### src/rtl/sram_port_arbiter.sv
// rtl/sram_port_arbiter.sv - shares one single-port SRAM between fetch and data requesters
module sram_port_arbiter #(
    parameter int MAX_DATA_RUN = 4
) (
    input  logic        clk,
    input  logic        resetn,
    input  logic        inst_req,
    input  logic [31:0] inst_addr,
    output logic        inst_addr_ok,
    output logic        inst_data_ok,
    output logic [31:0] inst_rdata,
    input  logic        data_req,
    input  logic        data_wr,
    input  logic [3:0]  data_wstrb,
    input  logic [31:0] data_addr,
    input  logic [31:0] data_wdata,
    output logic        data_addr_ok,
    output logic        data_data_ok,
    output logic [31:0] data_rdata,
    output logic        mem_en,
    output logic [3:0]  mem_we,
    output logic [31:0] mem_addr,
    output logic [31:0] mem_wdata,
    input  logic [31:0] mem_rdata
);

    // MAX_DATA_RUN must be 1..7 so the limit fits the 3-bit run counter
    localparam logic [2:0] RUN_MAX = 3'(MAX_DATA_RUN);

    logic [2:0] run_cnt;
    logic       rsp_valid;
    logic       rsp_owner;   // 1 = data, 0 = inst
    logic       grant_inst;
    logic       grant_data;
    logic       inst_starved;

    assign inst_starved = inst_req && (run_cnt == RUN_MAX);

    // Data has priority unless fetch has waited out its run budget; nothing is granted in reset
    always_comb begin
        grant_inst = 1'b0;
        grant_data = 1'b0;
        if (resetn) begin
            if (data_req && !inst_starved) begin
                grant_data = 1'b1;
            end else if (inst_req) begin
                grant_inst = 1'b1;
            end
        end
    end

    assign inst_addr_ok = grant_inst;
    assign data_addr_ok = grant_data;

    assign mem_en    = grant_inst | grant_data;
    assign mem_addr  = grant_data ? data_addr : inst_addr;
    assign mem_we    = (grant_data && data_wr) ? data_wstrb : 4'b0000;
    assign mem_wdata = data_wdata;

    // Count data grants that bypassed a waiting fetch; any fetch grant or idle fetch restarts it
    always_ff @(posedge clk or negedge resetn) begin
        if (!resetn) begin
            run_cnt <= 3'd0;
        end else if (grant_inst || !inst_req) begin
            run_cnt <= 3'd0;
        end else if (grant_data && (run_cnt != RUN_MAX)) begin
            run_cnt <= run_cnt + 3'd1;
        end
    end

    // Remember who owns the SRAM access in flight so its response lands on the right port
    always_ff @(posedge clk or negedge resetn) begin
        if (!resetn) begin
            rsp_valid <= 1'b0;
            rsp_owner <= 1'b0;
        end else begin
            rsp_valid <= mem_en;
            rsp_owner <= grant_data;
        end
    end

    assign inst_data_ok = rsp_valid & ~rsp_owner;
    assign data_data_ok = rsp_valid & rsp_owner;
    assign inst_rdata   = mem_rdata;
    assign data_rdata   = mem_rdata;

endmodule

### config.mk
export PLATFORM = sky130hd
export DESIGN_NAME = sram_port_arbiter
export DESIGN_NICKNAME = d
export VERILOG_FILES = /design/src/rtl/sram_port_arbiter.sv
export SDC_FILE = /design/constraint.sdc
export NUM_CORES = 1
export LEC_CHECK = 0
export BUFFER_PORTS_ARGS = -buffer_cell sky130_fd_sc_hd__buf_2
export CORE_AREA = 2 2 106 108
export CTS_BUF_LIST = sky130_fd_sc_hd__clkbuf_8
export DETAILED_ROUTE_END_ITERATION = 8
export DIE_AREA = 0 0 108 110
export PLACE_DENSITY = 0.52
export SYNTH_ARGS = -nofsm -noshare
export SYNTH_HDL_FRONTEND = slang
export SYNTH_SLANG_ARGS = --single-unit
### constraint.sdc
create_clock -name clk -period 2.25 [get_ports clk]
set_input_delay 0.675 -clock clk [delete_from_list [all_inputs] [get_ports clk]]
set_output_delay 0.675 -clock clk [all_outputs]
set_load 0.02 [all_outputs]
; Word-level counts from Yosys, hierarchy flattened
; Cells that the tools add are included.
[word_totals]
reg_bits = 5
latchBits = 0
mem_bits_rw = 0
rom_bits = 0
inputBits = 137
output_inout_bits = 137
memories = 0
[op_classes]
n_addsub = 1
multipliers = 0
div_mod_pow = 0
order_cmp = 0
n_eq_ne = 2
n_shift = 0
mux = 9
n_bitwise = 4
n_reduce_logical = 8
[ops]
columns = operator, count
row1 = 32-bit 2-to-1 mux, 1
row2 = 3-bit 2-to-1 mux, 2
row3 = 1-bit 2-to-1 mux, 5
row4 = 1-bit logical AND, 4
row5 = 4-bit 2-to-1 mux, 1
row6 = 3-bit by 1-bit adder with 3-bit output (second input constant), 1
row7 = 3-bit equality test (second input constant), 1
row8 = 3-bit inequality test (second input constant), 1
row9 = 1-bit bitwise AND, 2
row10 = 1-bit zero test, 2
row11 = 2-bit nonzero test, 1
row12 = 1-bit logical OR, 1
row13 = 1-bit NOT, 1
row14 = 1-bit OR, 1

; Depth between registers and ports, before layout
; Gate-level depths: netlist of run 1.
[logic_depth]
depth_word = 9
mapped_depth = 6

; Worst setup path before layout of run 1
; OpenSTA, ideal clock, no wires.
[synth_path]
path_type = input to output
start = input port resetn
end = output port mem_we[0]
t_arrival_ns = 1.463
path_slack_ns = 0.112
path_stages = 4
path_buffers = 1
cell_sequence = buf_2 > nand3_4 > inv_1 > and3_1
[synth_between]
elab_chain_len = 3
[synth_rtl]
columns = element, line
row1 = "start, declared", 6  ; input logic resetn,
row2 = 1-bit 2-to-1 mux, 43  ; if (resetn) begin
row3 = named net data_addr_ok, 17  ; output logic data_addr_ok,
row4 = 1-bit logical AND, 57  ; assign mem_we = (grant_data && data_wr) ? data_wstrb : 4'b0000;
row5 = 4-bit 2-to-1 mux, 57
row6 = "end, declared", 21  ; output logic [3:0] mem_we,
; The timed path passes the listed nets, and every way through them passes these cells.

; Worst setup path after layout of run 1
[layout_path]
start = register run_cnt[0]
end = output port mem_addr[9]
[layout_between]
elab_chain_len = 7
[layout_rtl]
columns = element, line
row1 = "start, declared", 30  ; logic [2:0] run_cnt;
row2 = "start signal, assigned", 67  ; run_cnt <= run_cnt + 3'd1;
row3 = 3-bit equality test, 37  ; assign inst_starved = inst_req && (run_cnt == RUN_MAX);
row4 = 1-bit logical AND, 37
row5 = 1-bit zero test, 44  ; if (data_req && !inst_starved) begin
row6 = 1-bit logical AND, 44
row7 = 1-bit 2-to-1 mux, 44
row8 = 1-bit 2-to-1 mux, 43
row9 = 32-bit 2-to-1 mux, 56  ; assign mem_addr = grant_data ? data_addr : inst_addr;
row10 = "end, declared", 22  ; output logic [31:0] mem_addr,
; Every way passes these cells.

==> results of run 1 <==
==> metrics by stage <==
step / setup WS, ns / std cells / total power, mW / utilization (%) / hold WS, ns
2_1_floorplan: 0.1116 / 167 / 0.5270 / - / 0.3794
3_3_place_gp: -0.1305 / 330 / 0.4119 / 15.10 / 0.5886
3_5_place_dp: -0.1499 / 330 / 0.4156 / 15.10 / 0.5985
4_1_cts: -0.1957 / 343 / 0.6801 / 18.98 / 0.4039
5_1_grt: -0.1723 / 344 / 0.7188 / 19.30 / 0.4258
6_report: -0.1027 / 344 / 0.6780 / 19.30 / 0.4131
==> state kept, by name, summed over array words and instances, names as in the netlist <==
name / count
rsp_owner: 1
rsp_valid: 1
run_cnt: 3
==> worst max-delay path: stages, from the launching register on <==
cell and delay (ns):
dfrtp_1 0.37, inv_2 0.08, ha_4 0.15, nand3_4 0.06
nand3_4 0.08, buf_12 0.13, buf_12 0.14, mux2_4 0.31
buf_6 0.13
==> final cells by class <==
class	instances	area, µm²	area share (%)
Timing Repair Buffer	133	1022	49.52
Multi-Input combinational cell	58	679.4	32.91
Tap cell	140	175.2	8.485
Sequential cell	5	125.1	6.061
Clock buffer	3	41.29	2.000
Inverter	4	17.52	0.8485
Clock inverter	1	3.754	0.1818
==> per-layer routing <==
metal	routed length, µm	up-vias	part of all wire, %
met3	497	37	11
met5	0	-	0
met4	266	0	5.6
met1	1762	522	37
li1	-	525	-
met2	2205	78	47
==> cell usage in the layout, fill, tap and decap left out, drive strengths merged <==
cell / instances
buf: 133
mux2: 32
dfrtp: 5
inv: 5
and3: 4
nand2: 4
nor2: 3
clkbuf: 3
nand3: 2
nor3b: 2
a21boi: 2
ha: 2
a21oi: 1
nor2b: 1
and2: 1
o21a: 1
nand4: 1
nand4b: 1
o21ai: 1
==> cell families (layout without fill, tap and decap cells) <==
| logic type | after synthesis | in the layout |
|---|---|---|
| AOI/OAI and AO/OA | 5 | 5 |
| adders and majority gates | 2 | 2 |
| buffers and inverters | 104 | 141 |
| DFF | 5 | 5 |
| muxes | 32 | 32 |
| and+or+nand+nor | 19 | 19 |
==> synthesized netlist by cell type (all sizes together) (2+ instances only) <==
master	instances
inv	4
nor2	3
ha	2
dfrtp	5
and3	4
mux2	32
nor3b	2
buf	100
nand3	2
nand2	4
a21boi	2
==> power by group <==
part	total [mW]	switching [mW]	internal, mW
clock	0.159	0.0418	0.117
sequential	0.0955	0.00156	0.0939
combinational	0.424	0.176	0.248
==> path summary, 6_finish.rpt <==
| path | start | to | depth (start not counted) |
|---|---|---|---|
| setup / recovery | run_cnt[0] | mem_addr[9] | 8 |
| hold / removal | resetn | rsp_valid | 2 |
| setup reg to reg | run_cnt[0] | run_cnt[2] | 7 |
| hold reg to reg | run_cnt[2] | run_cnt[2] | 2 |
| max in group asynchronous | resetn | run_cnt[0] | 2 |
| min in group clk | run_cnt[2] | run_cnt[2] | 2 |
==> repair_timing <==
| action | CTS | global route |
|---|---|---|
| buffers inserted | 6 | 3 |
| gates resized for setup | 72 | 17 |
| pin swaps | 3 | 1 |
| setup endpoints to repair | 37 | 37 |
| gates cloned | 3 | 0 |
==> metrics.cfg, run 1 <==
[outcome]
outcome = complete, but fails checks
violations = setup timing

[global_route]
grt_antenna_before_repair = 0
grt-ovfl-total = 0
gr-usage-met3_pct = 2.528
grt_busiest_layer = met2
grt_first_pass_wirelength_mm = 6.313
grt_max_degree = 12
first_global_vias = 1190
grt_use_met1_pct = 7.915
track_usage_pct = 7.222
grt_use_met2_pct = 11.19

[setup_path]
crit_fanout = 8
regToRegSetupSlack_ns = 0.74
worstSetupEndpointType = output pin
critPathKind = flip-flop to output pin
crit_arrival_ns = 1.68
startpoint_type = flip-flop
crit_required_ns = 1.57

[logic_synthesis]
yosysTopAreaCellShare_pct = 46.60
synthAdderAreaFrac_pct = 1.618
synth-xor-area-share_pct = 0
synth_area_leader_cell = buf_4
postSynthCellCount = 167
synth_nets = 306
synth_cell_types = 22
synthArstFlopShare_pct = 100.0
synth_seq_cells = 5
synth-compound-area-share_pct = 2.104
synth_seq_area_share_pct = 8.091
synthTopCellsByArea = buf_4 (47%), mux2_4 (29%), dfrtp_1 (8.1%)
synth_area_mm2 = 0.001546
synth_mux_area_share_pct = 30.58
synth_enable_flop_cells = 0
synth_simple_gate_area_share_pct = 7.524
avgSynthCellArea_um2 = 9.260
synth_top_family_by_area = buffers and inverters
ys.flop_type = dfrtp_1
yosysWarnings = 0

[clock_tree]
cts_buffer_depth = 2
insertion_delay_ns = 0.22
cts.sink_count = 5
root_buffer = clkbuf_8
clkTransAtPathRegs_ns = 0.03
cts_buffers = 3
cts_max_level = 1
cts_tree = yes
hold_buffers = 0

[timing]
setup_tns_ns = -2.889
fin_crit_sh_pct = 104.6
fmax_ghz = 0.4250
rsz0062_at_grt = true
hold_viol = 0
skew_ns = 0.0002501
maxSlewHeadroom_pct = 86.71
report.final.slew_viol_count = 0
period_needed_ns = 2.353
setup_violations = 36
worst_slew_pin_slew_ns = 0.1990
setup_slack_ns = -0.1027

[floorplan]
die_w_um = 108
io_pins = 274
die-height_um = 110
fp.dieArea_mm2 = 0.01188
row_count = 38
start_util_pct = 14.46
core_mm2 = 0.01070

[placed_design]
gp_congestion = 0.6779
dp_hpwl_mm = 3.761
port-buffer-count = 113
dpl_cell_area_mm2 = 0.001615

[detailed_routing]
wl_per_cell_um = 13.76
ant_nets = 0
vias_per_cell = 3.378
first_pass_iters = 4
via_count = 1162
finalWirelength_mm = 4.732
route.detailed.drc = 0
drt-initial-drc-count = 22

[pwr]
power_leakage_nw = 1.130
powerDensity_mw_per_mm2 = 328.4
vdd_drop_max_mv = 0.1532

[min_path]
hp-class = primary input to async pin

[layout]
drive_above_1_share_pct = 85.29
area_growth_pct = 33.50
layout.nets = 344
postLayoutCellArea_mm2 = 0.002064
nFillCells = 1166
n_antenna_cell = 0

[job]
cap_violations = 0

Note: power is estimated with default switching activity, not from simulation.
==> run 2, diff against run 1 <==
--- a/config.mk
+++ b/config.mk
@@ -5,7 +5,7 @@
 export SDC_FILE = /design/constraint.sdc
 export NUM_CORES = 1
 export LEC_CHECK = 0
-export BUFFER_PORTS_ARGS = -buffer_cell sky130_fd_sc_hd__buf_2
+export BUFFER_PORTS_ARGS = -buffer_cell sky130_fd_sc_hd__clkbuf_2
 export CORE_AREA = 2 2 106 108
 export CTS_BUF_LIST = sky130_fd_sc_hd__clkbuf_8
 export DETAILED_ROUTE_END_ITERATION = 8
==> run 2 against run 1 <==
  * The flow still finishes with violations (setup timing)
  * Power down 2.1%
  * Clock skew up 0.0021 ns
  * Sequential share of layout area up 0.17 points
  * Sequential cell count unchanged
  * Global-route usage down 0.39 points
  * Clock power about the same
  * Count of clock-buffer cells in the layout unchanged
  * Critical path type unchanged
  * Utilization down 0.54 points
  * Sequential power up 0.4%
==> metrics.cfg, run 2 (synthesis results as in run 1) <==
[placed_design]
dpl_cell_area_mm2 = 0.001620
dp_hpwl_mm = 3.674
port-buffer-count = 113
gp_congestion = 0.7215

[timing]
rsz0062_at_grt = true
report.final.slew_viol_count = 0
hold_viol = 0
maxSlewHeadroom_pct = 87.74
fin_hold_ws_ns = 0.4116
setup_violations = 32
worst_slew_pin_slew_ns = 0.1835
skew_ns = 0.002375
fin_crit_sh_pct = 104.9
setup_slack_ns = -0.1102
fmax_ghz = 0.4237
period_needed_ns = 2.360

[floorplan]
start_util_pct = 14.46
core_mm2 = 0.01070
die-height_um = 110
fp.dieArea_mm2 = 0.01188
die_w_um = 108
row_count = 38
io_pins = 274

[detailed_routing]
finalWirelength_mm = 4.592
route.detailed.drc = 0
drt-initial-drc-count = 23
ant_nets = 0
via_count = 1152
wl_per_cell_um = 13.55
first_pass_iters = 4
vias_per_cell = 3.398

[setup_path]
worstSetupEndpointType = output pin
r2r-end = run_cnt[2]
critPathKind = flip-flop to output pin
regToRegSetupSlack_ns = 0.83
reg2regPathDepth = 6
crit_fanout = 9
startpoint_type = flip-flop
crit_required_ns = 1.57
reg2reg_from = run_cnt[0]
crit_arrival_ns = 1.69

[layout]
n_antenna_cell = 0
largest_reg_flops = 3
regMostFlops = run_cnt
final_common_cell = clkbuf_2
drive_above_1_share_pct = 86.93
seqCellArea_um2 = 125.1
nFillCells = 1171
postLayoutCellArea_mm2 = 0.002007
largestRegisters = run_cnt x3, rsp_owner x1, rsp_valid x1
multi_input_area_um2 = 699.4
layout.nets = 339
mostFrequentLayoutCells = clkbuf_2 (81), mux2_4 (32), buf_6 (25), buf_4 (10)
area_growth_pct = 29.77

[pwr]
vdd_drop_max_mv = 0.1100
power_leakage_nw = 1.093
powerDensity_mw_per_mm2 = 330.8

[global_route]
track_usage_pct = 6.836
grt_antenna_before_repair = 0
grt_max_degree = 12
grt_first_pass_wirelength_mm = 6.085
grt-ovfl-total = 0
first_global_vias = 1204

[clock_tree]
cts.sink_count = 5
cts_tree = yes
cts_max_level = 1
cts_buffers = 3
insertion_delay_ns = 0.22
hold_buffers = 0
root_buffer = clkbuf_8
cts_buffer_depth = 2
clkTransAtPathRegs_ns = 0.04

[min_path]
hp-class = primary input to async pin

[outcome]
violations = setup timing
outcome = complete, but fails checks

[job]
cap_violations = 0

==> run 2: layout make-up <==
cell class | count | area share [%]
Multi-Input combinational cell | 58 | 34.85
Tap cell | 140 | 8.728
Inverter | 4 | 1.122
Timing Repair Buffer | 128 | 46.82
Sequential cell | 5 | 6.234
Clock inverter | 1 | 0.1870
Clock buffer | 3 | 2.057
==> run 2: worst max-delay path by stage <==
stage / startpoint / end / slack [ns] / depth (start not counted)
after floorplan: resetn / mem_we[0] / 0.11 / 4
after global placement: inst_req / mem_addr[28] / -0.12 / 6
after detailed placement: inst_req / mem_addr[18] / -0.13 / 6
after CTS: inst_req / mem_addr[4] / -0.20 / 7
after global routing: run_cnt[0] / mem_addr[18] / -0.17 / 7
final: run_cnt[0] / mem_addr[15] / -0.11 / 7
==> run 2: metrics by stage <==
stage / setup TNS [ns] / std cells / utilization [%] / worst slack, ns / total power, mW
2_1_floorplan: 0 / 167 / - / 0.1116 / 0.5270
3_3_place_gp: -3.293 / 329 / 15.15 / -0.1228 / 0.4156
3_5_place_dp: -3.694 / 329 / 15.15 / -0.1293 / 0.4196
4_1_cts: -5.058 / 338 / 17.35 / -0.2039 / 0.6299
5_1_grt: -4.656 / 339 / 18.76 / -0.1691 / 0.7036
6_report: -2.611 / 339 / 18.76 / -0.1102 / 0.6639
==> run 2: timing repair <==
action	4_1_cts	5_1_grt
buffers inserted	3	3
cloned	2	0
pin swaps	3	3
resized for setup	24	85
setup endpoints to repair	37	37
==> run 2: layer usage <==
layer,vias up,share of wire (%),routed length (µm),GRT usage (%)
met2,80,49,2233,10.96
met3,39,12,557,2.881
li1,513,-,-,-
met1,520,33,1524,6.992
met4,0,6.0,277,5.586
met5,-,0,0,0
==> run 2: worst max-delay path, cell delays in order (launching register included) <==
cell and delay [ns]:
dfrtp_1 0.39, inv_2 0.08, ha_4 0.15, nand3_4 0.06
nand3_4 0.14, buf_12 0.17, mux2_4 0.30, buf_2 0.16
==> run 2: report_power, final <==
part / internal [mW] / switching [mW]
sequential: 0.0939 / 0.00203
combinational: 0.232 / 0.174
clock: 0.117 / 0.0454
total: 0.442 / 0.221
==> run 3, diff against run 2 <==
--- a/config.mk
+++ b/config.mk
@@ -6,11 +6,13 @@
 export NUM_CORES = 1
 export LEC_CHECK = 0
 export BUFFER_PORTS_ARGS = -buffer_cell sky130_fd_sc_hd__clkbuf_2
-export CORE_AREA = 2 2 106 108
+export CELL_PAD_IN_SITES_DETAIL_PLACEMENT = 0
+export CELL_PAD_IN_SITES_GLOBAL_PLACEMENT = 1
+export CORE_AREA = 2 2 105 107
 export CTS_BUF_LIST = sky130_fd_sc_hd__clkbuf_8
 export DETAILED_ROUTE_END_ITERATION = 8
-export DIE_AREA = 0 0 108 110
-export PLACE_DENSITY = 0.52
+export DIE_AREA = 0 0 107 109
+export PLACE_DENSITY = 0.8
 export SYNTH_ARGS = -nofsm -noshare
 export SYNTH_HDL_FRONTEND = slang
 export SYNTH_SLANG_ARGS = --single-unit
==> run 3 against run 2 <==
  * The run still ends with setup timing left
  * Count of clock-buffer cells in the layout unchanged
  * Register-to-register slack about the same
  * Sequential power about the same
  * Hold slack about the same
  * Clock skew down 0.0017 ns
  * Die area down 1.8%
  * Sequential cell count unchanged
  * First-iteration DRC count down 4.3%
==> metrics.cfg, run 3 (synthesis results as in run 1) <==
[clock_tree]
cts_buffer_depth = 2
cts_tree = yes
hold_buffers = 0
cts_max_level = 1
clkTransAtPathRegs_ns = 0.04
cts.sink_count = 5
insertion_delay_ns = 0.23
cts_buffers = 3
root_buffer = clkbuf_8

[global_route]
first_global_vias = 1057
grt_antenna_before_repair = 0
grt_first_pass_wirelength_mm = 6.120
grt-ovfl-total = 0
track_usage_pct = 7.146
grt_max_degree = 12

[timing]
report.final.slew_viol_count = 0
setup_violations = 37
hold_viol = 0
worst_slew_pin_slew_ns = 0.1901
fin_hold_ws_ns = 0.4120
period_needed_ns = 2.468
fmax_ghz = 0.4053
setup_slack_ns = -0.2176
skew_ns = 0.0006525
rsz0062_at_grt = true
maxSlewHeadroom_pct = 87.33
fin_crit_sh_pct = 109.7

[setup_path]
worstSetupEndpointType = output pin
reg2regPathDepth = 7
crit_required_ns = 1.57
crit_arrival_ns = 1.79
critPathKind = flip-flop to output pin
regToRegSetupSlack_ns = 0.82
crit_fanout = 5
reg2reg_from = run_cnt[1]
r2r-end = run_cnt[2]
startpoint_type = flip-flop

[pwr]
power_leakage_nw = 1.141
vdd_drop_max_mv = 0.1675
power.total_mw = 0.7061
powerDensity_mw_per_mm2 = 330.6

[detailed_routing]
finalWirelength_mm = 4.979
first_pass_iters = 4
vias_per_cell = 3.429
ant_nets = 0
via_count = 1166
wl_per_cell_um = 14.64
route.detailed.drc = 0
drt-initial-drc-count = 22

[layout]
final_common_cell = clkbuf_2
regMostFlops = run_cnt
drive_above_1_share_pct = 87.00
largestRegisters = run_cnt x3, rsp_owner x1, rsp_valid x1
area_growth_pct = 38.11
mostFrequentLayoutCells = clkbuf_2 (75), mux2_4 (32), buf_6 (26), buf_8 (13), buf_4 (9)
layout.nets = 340
finalNonFillerCells = 340
n_antenna_cell = 0
largest_reg_flops = 3

[placed_design]
port-buffer-count = 113
dp_cells = 327
gp_congestion = 0.6473
dp_hpwl_mm = 3.749

[job]
cap_violations = 0

[floorplan]
row_count = 38
fp.dieArea_mm2 = 0.01166
start_util_pct = 14.59
die-height_um = 109
die_w_um = 107
core_mm2 = 0.01060
io_pins = 274

[outcome]
violations = setup timing
outcome = complete, but fails checks

[min_path]
hp-class = primary input to async pin

-- run 3: cell count changes in the layout (fill, tap and decap cells not counted), sizes merged --
cell,previous run,this run
buf,45,53
clkbuf,86,79
-- run 3: area by class of cell --
class	instances	area, µm²
clock buffers	3	41.29
clock inverters	1	3.754
fillers	1129	8467
inverters	4	20.02
multi-input cells	58	699.4
flip-flops and latches	5	125.1
well taps	140	175.2
repair buffers	129	1071
-- run 3: repair_timing --
action                                  4_1_cts  5_1_grt
setup buffers                                 3        3
pin swaps                                     2        1
cloned                                        3        1
endpoints found under the setup margin       37       38
resized for setup                            31      102
-- run 3: per-stage QoR --
| step | setup WS (ns) | utilization [%] | instance area [µm²] | setup TNS (ns) |
|---|---|---|---|---|
| after floorplan | 0.1116 | - | 1546 | 0 |
| after global routing | -0.2698 | 20.14 | 2136 | -8.472 |
| after global placement | -0.1304 | 15.14 | 1605 | -3.263 |
| after CTS | -0.2316 | 17.81 | 1888 | -7.503 |
| final | -0.2176 | 20.14 | 2136 | -6.522 |
| after detailed placement | -0.1367 | 15.14 | 1605 | -3.657 |
-- run 3: how the worst max path moves through the flow --
stage | from | endpoint | slack [ns] | cells after the start
floorplan | resetn | mem_we[0] | 0.11 | 4
global placement | inst_req | mem_addr[22] | -0.13 | 6
detailed placement | inst_req | mem_addr[22] | -0.14 | 6
CTS | run_cnt[1] | mem_addr[7] | -0.23 | 8
global route | run_cnt[1] | mem_addr[9] | -0.27 | 8
finish | run_cnt[1] | mem_addr[26] | -0.22 | 8
-- run 3: routing by layer --
metal,global-route usage [%],up-vias,wire length (µm)
met1,6.526,517,1488
met4,4.360,0,203
met5,0,-,0
li1,-,514,-
met3,3.527,28,605
met2,12.78,107,2681
-- run 3: power by group --
| group | internal (mW) | leakage, nW | switching [mW] |
|---|---|---|---|
| clock | 0.117 | 0.0269 | 0.0502 |
| combinational | 0.262 | 1.05 | 0.180 |
| sequential | 0.0939 | 0.0664 | 0.00202 |
-- run 3: worst max-delay path: stages (launching register included) --
cell,delay [ns]
dfrtp_1,0.41
inv_2,0.10
ha_4,0.16
nand3_4,0.07
nand3_4,0.08
buf_12,0.15
clkbuf_16,0.16
mux2_4,0.30
buf_6,0.13
